--- src/rtl/ps2_kbd_tx.sv ---
// ASCII-to-PS/2 keyboard transmitter: maps a character to its set-2 make code and
// drives the device-side PS/2 clock/data lines. Define PS2_KBD_TX_BREAK_EN to send make, F0, make.
module ps2_kbd_tx #(
  parameter int CLK_DIV    = 4,
  parameter int GAP_CYCLES = 8
) (
  input  logic       clk,
  input  logic       rst_n,
  input  logic       in_valid,
  input  logic [7:0] in_ascii,
  output logic       in_ready,
  output logic       unmapped,
  output logic       busy,
  output logic       ps2_clk,
  output logic       ps2_data
);

  typedef enum logic [1:0] {
    IDLE  = 2'd0,
    SHIFT = 2'd1,
    GAP   = 2'd2
  } state_t;

  localparam int CW = $clog2(2 * CLK_DIV + 1);
  localparam int GW = $clog2(GAP_CYCLES + 1);
  localparam logic [CW-1:0] CNT_LAST   = CW'(2 * CLK_DIV - 1);
  localparam logic [CW-1:0] CLK_HI_END = CW'(CLK_DIV);
  localparam logic [GW-1:0] GAP_LAST   = GW'(GAP_CYCLES - 1);
`ifdef PS2_KBD_TX_BREAK_EN
  localparam logic [1:0] LAST_BYTE = 2'd2;
`else
  localparam logic [1:0] LAST_BYTE = 2'd0;
`endif

  function automatic logic [7:0] fold_case(input logic [7:0] c);
    if (c >= 8'h61 && c <= 8'h7A) return c - 8'd32;
    else return c;
  endfunction

  // Returns {mapped, make_code}.
  function automatic logic [8:0] map_make(input logic [7:0] c);
    case (c)
      8'h51: return {1'b1, 8'h15};  8'h57: return {1'b1, 8'h1D};
      8'h45: return {1'b1, 8'h24};  8'h52: return {1'b1, 8'h2D};
      8'h54: return {1'b1, 8'h2C};  8'h59: return {1'b1, 8'h35};
      8'h55: return {1'b1, 8'h3C};  8'h49: return {1'b1, 8'h43};
      8'h4F: return {1'b1, 8'h44};  8'h50: return {1'b1, 8'h4D};
      8'h41: return {1'b1, 8'h1C};  8'h53: return {1'b1, 8'h1B};
      8'h44: return {1'b1, 8'h23};  8'h46: return {1'b1, 8'h2B};
      8'h47: return {1'b1, 8'h34};  8'h48: return {1'b1, 8'h33};
      8'h4A: return {1'b1, 8'h3B};  8'h4B: return {1'b1, 8'h42};
      8'h4C: return {1'b1, 8'h4B};  8'h5A: return {1'b1, 8'h1A};
      8'h58: return {1'b1, 8'h22};  8'h43: return {1'b1, 8'h21};
      8'h56: return {1'b1, 8'h2A};  8'h42: return {1'b1, 8'h32};
      8'h4E: return {1'b1, 8'h31};  8'h4D: return {1'b1, 8'h3A};
      8'h5B: return {1'b1, 8'h54};  8'h5D: return {1'b1, 8'h5B};
      8'h3B: return {1'b1, 8'h4C};  8'h27: return {1'b1, 8'h52};
      8'h20: return {1'b1, 8'h29};  8'h0D: return {1'b1, 8'h5A};
      default: return {1'b0, 8'h00};
    endcase
  endfunction

  function automatic logic odd_parity(input logic [7:0] b);
    return ~^b;
  endfunction

  // Bit 0 of the frame is the start bit; the frame shifts right one bit per bit period.
  function automatic logic [10:0] build_frame(input logic [7:0] b);
    return {1'b1, odd_parity(b), b, 1'b0};
  endfunction

  state_t        state_r, state_n;
  logic [CW-1:0] cnt_r, cnt_n;
  logic [3:0]    bit_r, bit_n;
  logic [GW-1:0] gap_r, gap_n;
  logic [1:0]    byte_r, byte_n;
  logic [7:0]    make_r, make_n;
  logic [10:0]   frame_r, frame_n;
  logic          ready_r, ready_n;
  logic          unmapped_r, unmapped_n;
  logic          busy_r, busy_n;
  logic          clk_r, clk_n;
  logic          data_r, data_n;

  logic          accept_s;
  logic [8:0]    map_s;
  logic [CW-1:0] cnt_inc_s;
  logic [1:0]    byte_inc_s;

  assign accept_s   = in_valid && ready_r;
  assign map_s      = map_make(fold_case(in_ascii));
  assign cnt_inc_s  = cnt_r + CW'(1);
  assign byte_inc_s = byte_r + 2'd1;

  // Next-state and next-output logic; all outputs are registered from these values.
  always_comb begin
    state_n    = state_r;
    cnt_n      = cnt_r;
    bit_n      = bit_r;
    gap_n      = gap_r;
    byte_n     = byte_r;
    make_n     = make_r;
    frame_n    = frame_r;
    ready_n    = ready_r;
    unmapped_n = 1'b0;
    busy_n     = busy_r;
    clk_n      = clk_r;
    data_n     = data_r;
    case (state_r)
      IDLE: begin
        if (accept_s && map_s[8]) begin
          state_n = SHIFT;
          make_n  = map_s[7:0];
          frame_n = build_frame(map_s[7:0]);
          cnt_n   = '0;
          bit_n   = 4'd0;
          byte_n  = 2'd0;
          clk_n   = 1'b1;
          data_n  = 1'b0;
          ready_n = 1'b0;
          busy_n  = 1'b1;
        end else if (accept_s) begin
          unmapped_n = 1'b1;
        end else begin
          state_n = IDLE;
        end
      end
      SHIFT: begin
        if (cnt_r == CNT_LAST && bit_r == 4'd10) begin
          state_n = GAP;
          gap_n   = '0;
          clk_n   = 1'b1;
          data_n  = 1'b1;
        end else if (cnt_r == CNT_LAST) begin
          bit_n   = bit_r + 4'd1;
          cnt_n   = '0;
          frame_n = {1'b1, frame_r[10:1]};
          clk_n   = 1'b1;
          data_n  = frame_r[1];
        end else begin
          cnt_n = cnt_inc_s;
          clk_n = (cnt_inc_s < CLK_HI_END);
        end
      end
      GAP: begin
        if (gap_r == GAP_LAST && byte_r == LAST_BYTE) begin
          state_n = IDLE;
          ready_n = 1'b1;
          busy_n  = 1'b0;
        end else if (gap_r == GAP_LAST) begin
          // Middle byte of a make/break sequence is the F0 release prefix.
          state_n = SHIFT;
          byte_n  = byte_inc_s;
          frame_n = build_frame((byte_inc_s == 2'd1) ? 8'hF0 : make_r);
          cnt_n   = '0;
          bit_n   = 4'd0;
          clk_n   = 1'b1;
          data_n  = 1'b0;
        end else begin
          gap_n = gap_r + GW'(1);
        end
      end
      default: begin
        state_n = IDLE;
        ready_n = 1'b1;
        busy_n  = 1'b0;
        clk_n   = 1'b1;
        data_n  = 1'b1;
      end
    endcase
  end

  // State and output registers with synchronous active-low reset.
  always_ff @(posedge clk) begin
    if (!rst_n) begin
      state_r    <= IDLE;
      cnt_r      <= '0;
      bit_r      <= 4'd0;
      gap_r      <= '0;
      byte_r     <= 2'd0;
      make_r     <= 8'h00;
      frame_r    <= 11'h000;
      ready_r    <= 1'b1;
      unmapped_r <= 1'b0;
      busy_r     <= 1'b0;
      clk_r      <= 1'b1;
      data_r     <= 1'b1;
    end else begin
      state_r    <= state_n;
      cnt_r      <= cnt_n;
      bit_r      <= bit_n;
      gap_r      <= gap_n;
      byte_r     <= byte_n;
      make_r     <= make_n;
      frame_r    <= frame_n;
      ready_r    <= ready_n;
      unmapped_r <= unmapped_n;
      busy_r     <= busy_n;
      clk_r      <= clk_n;
      data_r     <= data_n;
    end
  end

  assign in_ready = ready_r;
  assign unmapped = unmapped_r;
  assign busy     = busy_r;
  assign ps2_clk  = clk_r;
  assign ps2_data = data_r;

endmodule

--- config.mk ---
export PLATFORM = sky130hd
export DESIGN_NAME = ps2_kbd_tx
export DESIGN_NICKNAME = d
export VERILOG_FILES = /design/src/rtl/ps2_kbd_tx.sv
export SDC_FILE = /design/constraint.sdc
export NUM_CORES = 1
export LEC_CHECK = 0
export CAP_MARGIN = 20
export CORE_MARGIN = 3
export CORE_UTILIZATION = 34
export DETAILED_ROUTE_END_ITERATION = 10
export GPL_TIMING_DRIVEN = 1
export PLACE_DENSITY_LB_ADDON = 0.08
export REMOVE_ABC_BUFFERS = 1
export SYNTH_ARGS = -nofsm -noshare
export SYNTH_HDL_FRONTEND = slang
export SYNTH_SLANG_ARGS = --single-unit
--- constraint.sdc ---
create_clock -name clk -period 9.24 [get_ports clk]
set_input_delay 2.772 -clock clk [delete_from_list [all_inputs] [get_ports clk]]
set_output_delay 2.772 -clock clk [all_outputs]
set_load 0.05 [all_outputs]
==> impl_summary.log <==
INFO  metric areaGrowthSynthToFinish = 9.35%
INFO  metric power.share.switching = 30.6%
INFO  metric std_cell_rows = 32
INFO  metric total_switching_power = 114 µW
INFO  metric critical-path-slowest-cell = sky130_fd_sc_hd__clkdlybuf4s50_1
INFO  metric max_clock_freq = about 160 MHz
INFO  metric post_drt_wl_per_cell = 15.2 µm
INFO  metric dominantRegCellSynth = sky130_fd_sc_hd__dfxtp_1
INFO  metric met1_usage_in_global_routing = 19.9%
INFO  metric layout.cells.most_common = sky130_fd_sc_hd__nand2_1
INFO  metric startpoint_type_of_the_worst_setup_path = input port
INFO  metric post_route_cells_drive_above_1_share = between 6 and 7%
INFO  metric synth_edf_count = 0
INFO  metric floorplan.core_area = 7930 µm²
INFO  metric p_leak = 0.00112 µW
INFO  metric grt_overflow = 0
INFO  metric timing.final.crit_share = roughly two thirds
INFO  metric clock_transition_at_path_regs = 0.08 ns
INFO  metric totalNegativeSetupSlack = 0 ns
INFO  metric synth.largest_area_cell = sky130_fd_sc_hd__dfxtp_1
INFO  metric use_met3 = under 10%
INFO  metric post_synth_main_area_contributors = sky130_fd_sc_hd__dfxtp_1 (27%), sky130_fd_sc_hd__ha_1 (7.5%), sky130_fd_sc_hd__a21oi_1 (6.9%)
INFO  metric clock-root-buffer = sky130_fd_sc_hd__clkbuf_8
INFO  metric tritoncts = built
INFO  metric final.setup_skew = 0.0117 ns
INFO  metric post_synth_inst_count = 376
INFO  metric dp_hpwl = 5.44 mm
INFO  metric detail_route.first_pass.iterations = 6
INFO  metric max_stage_delay = between 0.8 and 0.9 ns
INFO  metric worst_slew_margin_rel = 40.1%
INFO  metric global_route.peak_usage_layer = met2
INFO  metric run_status = finished, final reports clean
INFO  metric worstSkewPairLatency = 0.29 ns
INFO  metric dpl.cell_count = 471
INFO  metric netlist-cell-type-count = 56
INFO  metric antenna_found_initial = 0
INFO  metric yosys_warnings = 0
INFO  metric power_frac_clock = around a third
INFO  metric ctsResizeCount = 0
INFO  metric global_route_wire_length_before_repair = approximately 12 mm
INFO  metric worst_hold_path_type = reg -> reg
INFO  metric grt_start_max_net_pins = 34
INFO  metric htree_num_levels = 2
INFO  metric worstPathArrival = ~6.6 ns
INFO  metric pwr-share-comb = a little over a fifth
INFO  metric average_vias_per_placed_instance = roughly 5.4
INFO  metric crit_required = roughly 9.5 ns
INFO  metric period_needed = 6.33 ns
INFO  metric floorplan.die.height = 97.5 µm
INFO  metric grt_use_met2 = 24.8%
INFO  metric worstSetupEndpointType = flip-flop
INFO  metric synth_top_area_share = between 20% and 30%
INFO  metric final_nets = 404
INFO  metric tritoncts_num_sinks = 38
INFO  metric mostFrequentLayoutCells = sky130_fd_sc_hd__nand2_1 (42), sky130_fd_sc_hd__a21oi_1 (39), sky130_fd_sc_hd__dfxtp_1 (38), sky130_fd_sc_hd__nor2_1 (30), sky130_fd_sc_hd__o21ai_0 (23)
INFO  metric max-clock-path-buffers = 2
INFO  metric cts_hold_repair.buffers = 0
INFO  metric max-vdd-ir-drop = 47.9 µV
INFO  metric postSynthAreaPerCell = ~7.6 µm²
INFO  metric internal_power = 258 µW
INFO  metric detailedRoute.firstIterationViolations = 94
INFO  metric timing.max_cap.violations = 0
INFO  metric buffer_ports.inserted = 15
INFO  metric setup_viol_count_final = 0
INFO  metric path_cells = clkdlybuf4s50_1 -> or4b_4 -> nor2_1 -> o31ai_1 -> a211oi_1 -> o21a_1 -> o211ai_4 -> nor2b_1 -> nand3_1 -> a21oi_1
INFO  metric synthArstFlopShare = 0%
INFO  metric finalCoreUtilization = 39.3%
INFO  metric n_diodes = 0
INFO  metric transition_at_the_pin_with_the_smallest_max_transition_slack = 0.889 ns
INFO  metric hold_violations = 0
INFO  metric die_x = 97.5 µm
INFO  metric synth_seq_area_share = 26.7%
INFO  metric antenna_left = 0
INFO  metric start_util = 35.9%
INFO  metric number_of_max_slew_violations_in_the_final_report = 0
INFO  metric gp_congestion = about 0.86
INFO  metric crit_fanout = 26
INFO  metric number_of_clock_buffers_inserted_by_tritoncts = 5
INFO  metric io_pins = 16
INFO  metric num_vias = roughly 2600
INFO  metric fill_cells = 840
INFO  metric drcViolationCount = 0
INFO  metric setup_repair_after_global_routing_missed_its_margin = no
INFO  metric dieArea = 9510 µm²
INFO  metric via_count_of_the_first_global_routing_pass = 2388
INFO  metric mappedNetlistArea = about 2800 µm²
INFO  metric path_class = in -> reg
INFO  metric total_power_per_unit_cell_area = ~120 nW/µm²
INFO  metric grt.total_usage = 15.4%
INFO  metric power.share.sequential = 45.7%
INFO  metric route.final.wire_length = 7.30 mm
INFO  metric final_cell_count_no_fill = about 480
INFO  metric synth_seq_cells = 38
INFO  metric post-cts-setup-buffers = 0
per-stage QoR:
step / power, µW / setup WS [ns] / hold slack (ns) / cell area (µm²)
3_5_place_dp: 253 / 2.64 / 0.450 / 3020
2_1_floorplan: 225 / 3.80 / 0.432 / 2720
3_3_place_gp: 253 / 2.73 / 0.443 / 3020
6_report: 372 / 2.91 / 0.460 / 3120
4_1_cts: 376 / 2.96 / 0.461 / 3120
5_1_grt: 390 / 2.56 / 0.483 / 3120
critical path, delay by kind of cell:
| kind | cells | cell delay (ns) |
|---|---|---|
| buffers and inverters | 1 | 0.85 |
| AO/OA/AOI/OAI | 5 | 1.20 |
| AND/OR/NAND/NOR | 4 | 1.71 |
final cells by class:
| class | count | area [µm²] | area share, % |
|---|---|---|---|
| Sequential cell | 38 | 761 | 24.4 |
| Multi-Input combinational cell | 297 | 1900 | 61.0 |
| Timing Repair Buffer | 18 | 173 | 5.54 |
| Clock inverter | 2 | 12.5 | 0.402 |
| Clock buffer | 6 | 82.6 | 2.65 |
| Inverter | 16 | 60.1 | 1.93 |
| Tap cell | 102 | 128 | 4.10 |
cell families (layout without fill, tap and decap cells):
kind of cell             count (synthesis)  after routing  share of synthesized area [%]
flip-flops                              38             38                           26.7
AO/OA/AOI/OAI                          115            115                           26.0
XOR/XNOR                                15             15                           4.61
adder cells (fa/ha/maj)                 18             18                           7.82
AND/OR/NAND/NOR                        140            140                           24.6
buffers and inverters                   41             42                           6.63
multiplexers                             9              9                           3.73
sequential cells by signal, indices dropped and copies added, names as in the netlist:
| signal | flops |
|---|---|
| frame_r | 10 |
| make_r | 7 |
| bit_r | 4 |
| cnt_r | 4 |
| gap_r | 4 |
| byte_r | 2 |
| state_r | 2 |
| busy | 1 |
| in_ready | 1 |
| ps2_clk | 1 |
| ps2_data | 1 |
| unmapped | 1 |
synth_stat cells (6+ instances only):
cell type and n:
sky130_fd_sc_hd__o21ai_0 23, sky130_fd_sc_hd__nand2b_1 6, sky130_fd_sc_hd__nand2_1 42, sky130_fd_sc_hd__o31ai_1 6, sky130_fd_sc_hd__xnor2_1 10, sky130_fd_sc_hd__a21oi_1 39
sky130_fd_sc_hd__ha_1 17, sky130_fd_sc_hd__nor3_1 8, sky130_fd_sc_hd__nor2_1 30, sky130_fd_sc_hd__nand3_1 17, sky130_fd_sc_hd__dfxtp_1 38, sky130_fd_sc_hd__or3_1 6
sky130_fd_sc_hd__inv_1 16, sky130_fd_sc_hd__clkbuf_1 15
final timing paths:
check | from | endpoint | slack (ns) | cells after the start
min reg2reg | frame_r[2]$_SDFFE_PN0P_ | frame_r[2]$_SDFFE_PN0P_ | 0.46 | 2
max reg2reg | byte_r[0]$_SDFFE_PN0P_ | frame_r[8]$_SDFFE_PN0P_ | 6.76 | 7
min | frame_r[2]$_SDFFE_PN0P_ | frame_r[2]$_SDFFE_PN0P_ | 0.46 | 2
max | in_ascii[3] | frame_r[8]$_SDFFE_PN0P_ | 2.91 | 10
power groups by stage:
| stage | combinational [µW] | clock (µW) | sequential [µW] |
|---|---|---|---|
| 3_5_place_dp | 79.5 | 0 | 174 |
| 5_1_grt | 88.3 | 131 | 170 |
| 3_3_place_gp | 79.6 | 0 | 173 |
| 2_1_floorplan | 47.9 | 0 | 177 |
| 6_report | 79.4 | 122 | 170 |
| 4_1_cts | 79.6 | 127 | 170 |
per-layer routing:
metal,share of wire [%],vias up
li1,-,1352
met4,2.9,0
met3,2.7,14
met1,49,1179
met2,45,34
met5,0,-
Note: power is estimated with default switching activity, not from simulation.
